### config.mk
export PLATFORM = sky130hd
export DESIGN_NAME = irq_sequencer
export DESIGN_NICKNAME = d
export VERILOG_FILES = /design/src/rtl/rat_pipe_pkg.sv /design/src/rtl/irq_edge_latch.sv /design/src/rtl/irq_sequencer.sv
export SDC_FILE = /design/constraint.sdc
export NUM_CORES = 1
export LEC_CHECK = 0
export CELL_PAD_IN_SITES_DETAIL_PLACEMENT = 0
export CELL_PAD_IN_SITES_GLOBAL_PLACEMENT = 1
export CORE_MARGIN = 4
export CORE_UTILIZATION = 23
export DETAILED_ROUTE_END_ITERATION = 10
export PLACE_DENSITY_LB_ADDON = 0.2
export SYNTH_ARGS = -nofsm -noshare
export SYNTH_HDL_FRONTEND = slang
export SYNTH_HIERARCHICAL = 1
export SYNTH_SLANG_ARGS = --single-unit
### constraint.sdc
create_clock -name clk -period 1.9 [get_ports clk]
set_input_delay 0.285 -clock clk [delete_from_list [all_inputs] [get_ports clk]]
set_output_delay 0.285 -clock clk [all_outputs]
set_load 0.02 [all_outputs]
### src/rtl/rat_pipe_pkg.sv
// Shared definitions for the RAT CPU pipeline control blocks: interrupt
// sequencer state encoding and the PC/vector constants.
package rat_pipe_pkg;

  localparam int RAT_PC_W = 10;
  localparam logic [RAT_PC_W-1:0] RAT_VEC_ADDR = 10'h3FF;

  typedef enum logic [2:0] {
    IDLE   = 3'd0,
    DRAIN  = 3'd1,
    INJECT = 3'd2,
    VECTOR = 3'd3,
    ISR    = 3'd4
  } irq_state_t;

endpackage

### src/rtl/irq_edge_latch.sv
// Interrupt request front end: optional 2-flop synchronizer, rising-edge
// detect, pending and sticky overrun flags. Macro IRQ_SYNC_EN enables the synchronizer.
module irq_edge_latch
  import rat_pipe_pkg::*;
(
  input  logic clk,
  input  logic rst,
  input  logic irq_in,
  input  logic clr_pending,
  output logic irq_pending,
  output logic irq_overrun
);

  logic irq_s;
  logic irq_dly_q, irq_dly_d;
  logic pending_q, pending_d;
  logic overrun_q, overrun_d;
  logic edge_det;

`ifdef IRQ_SYNC_EN
  logic sync1_q, sync1_d;
  logic sync2_q, sync2_d;

  always_comb begin
    sync1_d = irq_in;
    sync2_d = sync1_q;
  end

  always_ff @(posedge clk) begin
    if (!rst) begin
      sync1_q <= 1'b0;
      sync2_q <= 1'b0;
    end else begin
      sync1_q <= sync1_d;
      sync2_q <= sync2_d;
    end
  end

  assign irq_s = sync2_q;
`else
  assign irq_s = irq_in;
`endif

  assign edge_det = irq_s & ~irq_dly_q;

  // A fresh edge beats the clear so a request landing in INJECT is not lost.
  always_comb begin
    irq_dly_d = irq_s;
    pending_d = edge_det | (pending_q & ~clr_pending);
    overrun_d = overrun_q | (edge_det & pending_q);
  end

  always_ff @(posedge clk) begin
    if (!rst) begin
      irq_dly_q <= 1'b0;
      pending_q <= 1'b0;
      overrun_q <= 1'b0;
    end else begin
      irq_dly_q <= irq_dly_d;
      pending_q <= pending_d;
      overrun_q <= overrun_d;
    end
  end

  assign irq_pending = pending_q;
  assign irq_overrun = overrun_q;

endmodule

### src/rtl/irq_sequencer.sv
// Interrupt entry/exit sequencer: drains decode, injects INT, vectors the PC
// and tracks the ISR until RETIE. Optional macro IRQ_SYNC_EN adds an input synchronizer.
module irq_sequencer
  import rat_pipe_pkg::*;
#(
  parameter int              PC_W     = RAT_PC_W,
  parameter logic [PC_W-1:0] VEC_ADDR = RAT_VEC_ADDR
) (
  input  logic            clk,
  input  logic            rst,
  input  logic            irq_in,
  input  logic            i_en,
  input  logic            ex_branch,
  input  logic            mem_stall,
  input  logic            reti_ex,
  output logic            dec_nop,
  output logic            fetch_stall,
  output logic            dec_int,
  output logic            vec_sel,
  output logic            pc_vec_ld,
  output logic [PC_W-1:0] vec_addr,
  output logic            in_service,
  output logic            irq_pending,
  output logic            irq_overrun
);

  irq_state_t state_q, state_d;
  logic       clr_pending;

  irq_edge_latch u_edge_latch (
    .clk         (clk),
    .rst         (rst),
    .irq_in      (irq_in),
    .clr_pending (clr_pending),
    .irq_pending (irq_pending),
    .irq_overrun (irq_overrun)
  );

  always_ff @(posedge clk) begin
    if (!rst) begin
      state_q <= IDLE;
    end else begin
      state_q <= state_d;
    end
  end

  // Strobes decode from state_q only; once DRAIN is entered the entry is committed.
  always_comb begin
    state_d     = state_q;
    dec_nop     = 1'b0;
    fetch_stall = 1'b0;
    dec_int     = 1'b0;
    vec_sel     = 1'b0;
    pc_vec_ld   = 1'b0;
    in_service  = 1'b0;
    clr_pending = 1'b0;
    case (state_q)
      IDLE: begin
        if (irq_pending && i_en && !ex_branch && !mem_stall) begin
          state_d = DRAIN;
        end
      end
      DRAIN: begin
        dec_nop     = 1'b1;
        fetch_stall = 1'b1;
        state_d     = INJECT;
      end
      INJECT: begin
        dec_int     = 1'b1;
        fetch_stall = 1'b1;
        clr_pending = 1'b1;
        state_d     = VECTOR;
      end
      VECTOR: begin
        vec_sel     = 1'b1;
        pc_vec_ld   = 1'b1;
        fetch_stall = 1'b1;
        state_d     = ISR;
      end
      ISR: begin
        in_service = 1'b1;
        if (reti_ex) begin
          state_d = IDLE;
        end
      end
      default: begin
        state_d = IDLE;
      end
    endcase
  end

  assign vec_addr = VEC_ADDR;

endmodule

# Word level (Yosys, flattened, before mapping)
# Cells that the tools add are included.
word_totals:
  reg_bits: 6
  in_bits: 7
  output_inout_bits: 18
  word_cells: 33
op_classes:
  eq_ne: 6
  n_mux: 8
  bitwise_logic: 7
  n_reduce_logical: 8
ops:
  columns: ["op", "n"]
  rows:
  - ["case mux 3 bit (5 select lines)", 1]
  - ["== test 3 x 2 -> 1 bit, second input constant", 2]
  - ["2-to-1 mux 3 bit", 2]
  - ["2-to-1 mux 1 bit", 5]
  - ["inequality test 2 bit, second input constant", 2]
  - ["bitwise AND 1 bit", 3]
  - ["== test 3 x 1 -> 1 bit, second input constant", 1]
  - ["== test 3 bit, second input constant", 1]
  - ["logical AND 1 bit", 3]
  - ["logical NOT 3 bit", 1]
  - ["OR reduction 3 bit", 1]
  - ["logical NOT 1 bit", 2]
  - ["inverter 1 bit", 2]
  - ["OR 1 bit", 2]
  - ["AND reduction 2 bit", 1]

# Logic depth before layout (Yosys ltp)
# Gate-level depths: netlist of run 1.
depth:
  word_depth: 5
  depth_mapped: 4
  mapped_depth_nobuf: 4

# Cells and area by module
# The synthesis of run 1 kept the hierarchy.
modules_own_cells:
  columns: ["module", "instances", "cells_each", "area_each_um2", "seq_area_each_um2"]
  rows:
  - ["irq_sequencer", 1, 28, 241.5, 60.1]
  - ["irq_edge_latch", 1, 10, 106.4, 60.1]

# Worst setup path before layout of run 1
# OpenSTA, ideal clock, no wires.
synth_path:
  path_type: "reg2out"
  start: "reg state_q[0]"
  end: "out dec_nop"
  t_arrival_ns: 0.928
  t_required_ns: 1.615
  setup_slack_ns: 0.687
  path_stages_with_launch: 2
  path_buffers: 0
  cell_sequence: "dfxtp_1 > nor3b_1"
synth_between:
  elab_chain_len: 2
synth_rtl:
  columns: ["element", "line", "source"]
  rows:
  - ["from (decl)", "irq_sequencer.sv:27", "irq_state_t state_q, state_d;"]
  - ["from (signal assigned)", "irq_sequencer.sv:43", "state_q <= state_d;"]
  - ["== test 3 x 1 -> 1 bit", "irq_sequencer.sv:57", "case (state_q)"]
  - ["2-to-1 mux 1 bit", "irq_sequencer.sv:57", null]
  - ["to (decl)", "irq_sequencer.sv:16", "output logic dec_nop,"]
# No other way between the ends.

# Final worst setup path of run 1
layout_path:
  start: "reg state_q[1]"
  end: "out pc_vec_ld"
layout_between:
  elab_chain_len: 2
layout_rtl:
  columns: ["element", "line", "source"]
  rows:
  - ["== test 3 x 2 -> 1 bit", "irq_sequencer.sv:57", null]
  - ["2-to-1 mux 1 bit", "irq_sequencer.sv:57", null]
  - ["to (decl)", "irq_sequencer.sv:20", "output logic pc_vec_ld,"]
# No other way between the ends.

==> reports/qor.yml, run 1 <==
setup_path:
  cpMaxStageDelayCell: "clkdlybuf4s50_1"
  cp.buffers_inverters: 1
  crit_path_max_fanout: 7
  r2r_cells: 4
  end_kind: "output port"
  cp.arrival_ps: 1520
  r2r_slack_ps: 850
  critical_path.startpoint: "state_q[1]"
  crit_family: "buffers and inverters"
  criticalPathCategory: "reg2out"
  critPathMaxStageDelay_ps: 600
  r2r_start: "state_q[2]"
  path_cells: "and3b_2, clkdlybuf4s50_1"
  regToRegEndpoint: "u_edge_latch/irq_pending"
  cp.required_ps: 1620
  crit_path_start_kind: "register"
yosys:
  yosysUniqueCellTypes: 18
  ys_seq_area_share_pct: 34.5
  ys_seq_elements: 6
  yosys_warnings: 6
  syn_avg_cell_area_um2: 9.15
  postSynthCellCount: 38
  syn_area_um2: 348
floorplan:
  start_util_pct: 25.5
  fp.dieH_um: 46.9
  core-area_um2: 1370
  num_rows: 13
  dieArea_um2: 2200
  io_pins: 25
  die_x_um: 46.9
global_routing:
  grt_usage_pct: 7.29
  overflow: 0
  grt_max_degree: 8
  grt_pass1_wl_um: 1030
  grt_pass1_vias: 264
  antenna_found_initial: 0
routing:
  drtIter0Drc: 1
  firstDrtPassIters: 2
  routedWlPerCell_um: 10.9
  vias: 269
  drtAntennaViolNets: 0
  drc: 0
  routed_via_density: 3.96
  drt-total-wl_um: 743
job:
  cap_violations: 0
sta:
  fin_worst_skew_ps: 6.38
  rsz0062_at_grt: "false"
  period_needed_ps: 1810
  period_share_pct: 95.3
  hold_viol: 0
  setup_viol: 0
  max_freq_mhz: 553
  drv_slew: 0
  setup_tns_ps: 0
final_layout:
  design.final.nets: 62
  syn_to_final_growth_pct: 38.1
  antenna_cells: 0
  fillers: 153
  multi_input_comb_area_um2: 179
  drive_gt1_share_pct: 11.3
  mostFrequentLayoutCells: "clkdlybuf4s50_1 (14), conb_1 (10), dfxtp_1 (6)"
  layout_commonest_cell: "clkdlybuf4s50_1"
  seqCellArea_um2: 120
power_and_ir_drop:
  p_total_uw: 324
  p_leak_uw: 0.000207
  ir_worst_vdd_uv: 345
  power_density_nw_per_um2: 675
clock_tree:
  post_cts_resized: 0
  clockBufferDepth: 2
  clk_pin_slew_ps: 50
  clock_sinks: 6
  cts_tree: "built"
  root_buffer: "clkbuf_4"
  clock_latency_ps: 250
  cts_setup_buffers: 0
  cts_made_buffers: 3
  hold_buffers: 0
  h-tree-depth: 1
run_status:
  outcome: "complete, no violations"
placed_design:
  dp_hpwl_um: 596
  finalWeightedCongestion: 0.608
  port_buffers: 14
hold_path:
  hold-path-endpoint: "u_edge_latch/irq_overrun"
  min_path_type: "reg2reg"
  hold_depth: 2
  hold_path_startpoint: "u_edge_latch/irq_overrun"
synth_stat cells, drive strengths merged:
cell type	number	area share [%]
nand2b	2	5.8
a21boi	1	2.2
and2	3	5.8
buf	11	24
nand2	2	2.2
nor3b	2	4.3
o211a	1	2.9
o21a	1	2.2
nor2	3	3.2
nor4bb	1	2.9
and3b	1	2.9
conb	1	1.1
xnor2	1	2.5
dfxtp	6	35
o21ai	1	1.4
nor4b	1	2.5
where the power goes:
| group | switching (uW) | internal [uW] | total, uW |
|---|---|---|---|
| Combinational | 37.3 | 29.7 | 67.0 |
| Clock | 48.4 | 71.6 | 120 |
| Sequential | 5.28 | 132 | 137 |
| Total | 91.0 | 233 | 324 |
worst register-to-register path, delay by kind of cell, from the launching register on:
family | cells | cell delay [ps]
AND/OR/NAND/NOR | 3 | 430
flip-flops | 1 | 410
AO/OA/AOI/OAI | 1 | 130
area by class of cell:
| cell class | instances | area share, % |
|---|---|---|
| Clock buffer | 3 | 4.69 |
| Multi-Input combinational cell | 30 | 37.2 |
| Sequential cell | 6 | 25.0 |
| Tap cell | 15 | 3.91 |
| Timing Repair Buffer | 14 | 29.2 |
sequential cells by signal (all words and copies together) (netlist names):
name and cells:
u_edge_latch/irq_pending 1, u_edge_latch/irq_overrun 1, u_edge_latch/irq_dly_q 1, state_q 3
worst max-delay path by stage:
stage                           end  depth (start not counted)  slack (ps)
final                     pc_vec_ld                          2          90
after global routing        vec_sel                          2          20
after CTS                   vec_sel                          2          80
after detailed placement    vec_sel                          2         340
after global placement      dec_int                          3         380
after floorplan             dec_nop                          1         690
routing by layer:
layer	global-route usage, %	up-vias	part of all wire [%]
met2	11.7	14	50
met3	2.30	0	9.3
met5	0	-	0
met4	8.29	0	0
met1	6.85	121	41
li1	-	134	-
per-stage QoR:
stage	cells	setup slack [ps]	utilization (%)	hold slack [ps]	cell area, um^2
2_1_floorplan	47	687	-	403	382
3_3_place_gp	65	380	33.5	437	458
3_5_place_dp	65	343	33.5	454	458
4_1_cts	68	76.7	35.2	465	480
5_1_grt	68	17.2	35.2	497	480
6_report	68	90.1	35.2	464	480
kinds of logic (layout without fill, tap and decap cells):
group | after synthesis | in the layout | share of synthesized area, %
XOR/XNOR | 1 | 1 | 2.52
buffers and inverters | 11 | 17 | 23.7
AO/OA/AOI/OAI | 4 | 4 | 8.63
other | 1 | 10 | 1.08
AND/OR/NAND/NOR | 15 | 15 | 29.5
flip-flops | 6 | 6 | 34.5
Power figures use the tool's default switching activity.
==> inputs of run 2 (changes only) <==
- HOLD_SLACK_MARGIN: not set -> 0.15
- TNS_END_PERCENT: not set -> 5
==> results of run 2 <==
Final layout, timing and power as in run 1 (identical DEF).
==> RTL edit: new RTL, settings of run 2 <==
Encoding of `irq_state_t`: now one-hot (5 bits for 5 states).
--- a/src/rtl/rat_pipe_pkg.sv
+++ b/src/rtl/rat_pipe_pkg.sv
@@ -7,8 +7,8 @@
 
-  typedef enum logic [2:0] {
-    IDLE   = 3'd0,
-    DRAIN  = 3'd1,
-    INJECT = 3'd2,
-    VECTOR = 3'd3,
-    ISR    = 3'd4
+  typedef enum logic [4:0] {
+    IDLE   = 5'b00001,
+    DRAIN  = 5'b00010,
+    INJECT = 5'b00100,
+    VECTOR = 5'b01000,
+    ISR    = 5'b10000
   } irq_state_t;
Check against the original RTL: same outputs for any inputs over 10 cycles, from zero or initial values and one cycle with rst low; not proved beyond that.
==> RTL edit against run 2 <==
  * Design area up 41%
  * Critical path type unchanged
  * Sequential cell count up 2
  * Total power up 13%
  * Worst setup slack worse by 0.054 ns
  * Area after synthesis up 39%
  * Combinational power down 12%
  * Wire length up 39%
  * Sequential power up 29%
==> RTL edit: results (changes against run 2) <==
global_routing:
  antenna_found_initial: 0  # unchanged
  grt_pass1_vias: 359  # +36%
  grt_pass1_wl_um: 1480  # +44%
  grt_max_degree: 8  # unchanged
  grtUsageTotal_pct: 7.34  # +0.051 points
setup_path:
  r2r-end: "state_q[4]"
  critical-path-slowest-cell: "or3b_4"
  cp_max_fo: 3  # -4
  r2r_slack_ns: 0.51  # -0.34 ns
  r2r_start: "state_q[1]"
  endpoint: "fetch_stall"
  arrival_ns: 1.58  # +0.06 ns
  cp-start-kind: "flop"
  cpPeakStageDelay_ns: 0.39  # -0.21 ns
logic_synthesis:
  ys_types: 26  # +8
  ys.flop_type: "dfxtp_1"
  seq_area_frac_synth_pct: 33.2  # -1.4 points
  synth_area_leaders: "dfxtp_1 33%, buf_4 17%, nor3b_1 4.7%"
  yosysWarningCount: 6  # unchanged
  synthCells: 53  # +39%
  synthTopCellsByCount: "11 x buf_4, 8 x dfxtp_1, 3 x inv_1, 3 x nand2_1, 3 x nor3b_1"
routing:
  first_pass_iters: 4  # +2
  num_vias: 406  # +51%
  wl_um: 1040  # +39%
  wl_per_cell_um: 10.0  # -8.0%
  drt_iter0_markers: 8  # +7
layout:
  largest_register_ffs: 5  # +2
  layout.nets: 85  # +37%
  drive_above_1_share_pct: 28.9  # +18 points
place:
  dpl.hpwl_um: 839  # +41%
  dp_cells: 100  # +54%
  place_congestion: 0.723  # +19%
power:
  p_leak_nw: 0.327  # +57%
  ir_worst_vdd_v: 0.000295  # -15%
status:
  outcome: "finished clean"
timing:
  finClkSkew_ns: 0.00773  # +0.00135 ns
clocking:
  clock-root-buffer: "clkbuf_4"
RTL edit: cell types whose count changed in the layout (fill, tap and decap cells not counted), sizes merged, moves of 2 or more:
cell / change
buf: +11
inv: +3
nor3: +2
and2: -2
clkdlybuf4s50: -6
dlygate4sd2: +3
nand3b: +2
dfxtp: +2
RTL edit: area by class of cell:
class / count / area [sq um]
Fill cell: 217 / 1310
Multi-Input combinational cell: 40 / 268
Clock buffer: 3 / 22.5
Sequential cell: 8 / 160
Inverter: 3 / 11.3
Tap cell: 27 / 33.8
Timing Repair Buffer: 22 / 181
RTL edit: cell families (layout without fill, tap and decap cells):
logic type             Yosys count  in the layout  share of synthesized area [%]
AND/OR/NAND/NOR                 23             23                           33.2
flip-flops                       8              8                           33.2
other                            1             10                          0.776
AO/OA/AOI/OAI                    7              7                           13.5
buffers and inverters           14             28                           19.4
RTL edit: report_power, final:
group	switching [W]	internal, W	total, W
clock	0.0000571	0.0000722	0.000129
sequential	0.00000398	0.000173	0.000177
combinational	0.0000335	0.0000255	0.0000590
RTL edit: what timing repair did:
item,CTS,global route
hold buffers,0,0
setup buffers,0,0
setup endpoints to repair,6,5
resized for setup,7,9
RTL edit: worst max-delay path: cells and delay by family, from the launching register on:
kind	cells	cell delay (ns)
DFF	1	0.32
and+or+nand+nor	3	0.84
buffers and inverters	1	0.16
RTL edit: how the worst min path moves through the flow:
| stage | start | to | slack, ns | depth (start not counted) |
|---|---|---|---|---|
| 2_1_floorplan | rst | state_q[1] | 0.40 | 2 |
| 3_3_place_gp | u_edge_latch/irq_overrun | u_edge_latch/irq_overrun | 0.44 | 2 |
| 3_5_place_dp | u_edge_latch/irq_overrun | u_edge_latch/irq_overrun | 0.44 | 2 |
| 4_1_cts | u_edge_latch/irq_overrun | u_edge_latch/irq_overrun | 0.45 | 2 |
| 5_1_grt | u_edge_latch/irq_overrun | u_edge_latch/irq_overrun | 0.46 | 2 |
| 6_report | u_edge_latch/irq_overrun | u_edge_latch/irq_overrun | 0.44 | 2 |
RTL edit: metal layers:
layer | global-route usage, % | part of all wire, %
met5 | 0 | 0
met4 | 1.28 | 0
met2 | 11.5 | 47
met3 | 5.54 | 12
met1 | 7.96 | 41
RTL edit: per-stage QoR:
stage          worst slack, ns  instance area (sq um)
2_1_floorplan            0.170                    517
3_3_place_gp            -0.112                    668
3_5_place_dp            -0.135                    668
4_1_cts                 -0.139                    684
5_1_grt                -0.0169                    677
6_report                0.0356                    677
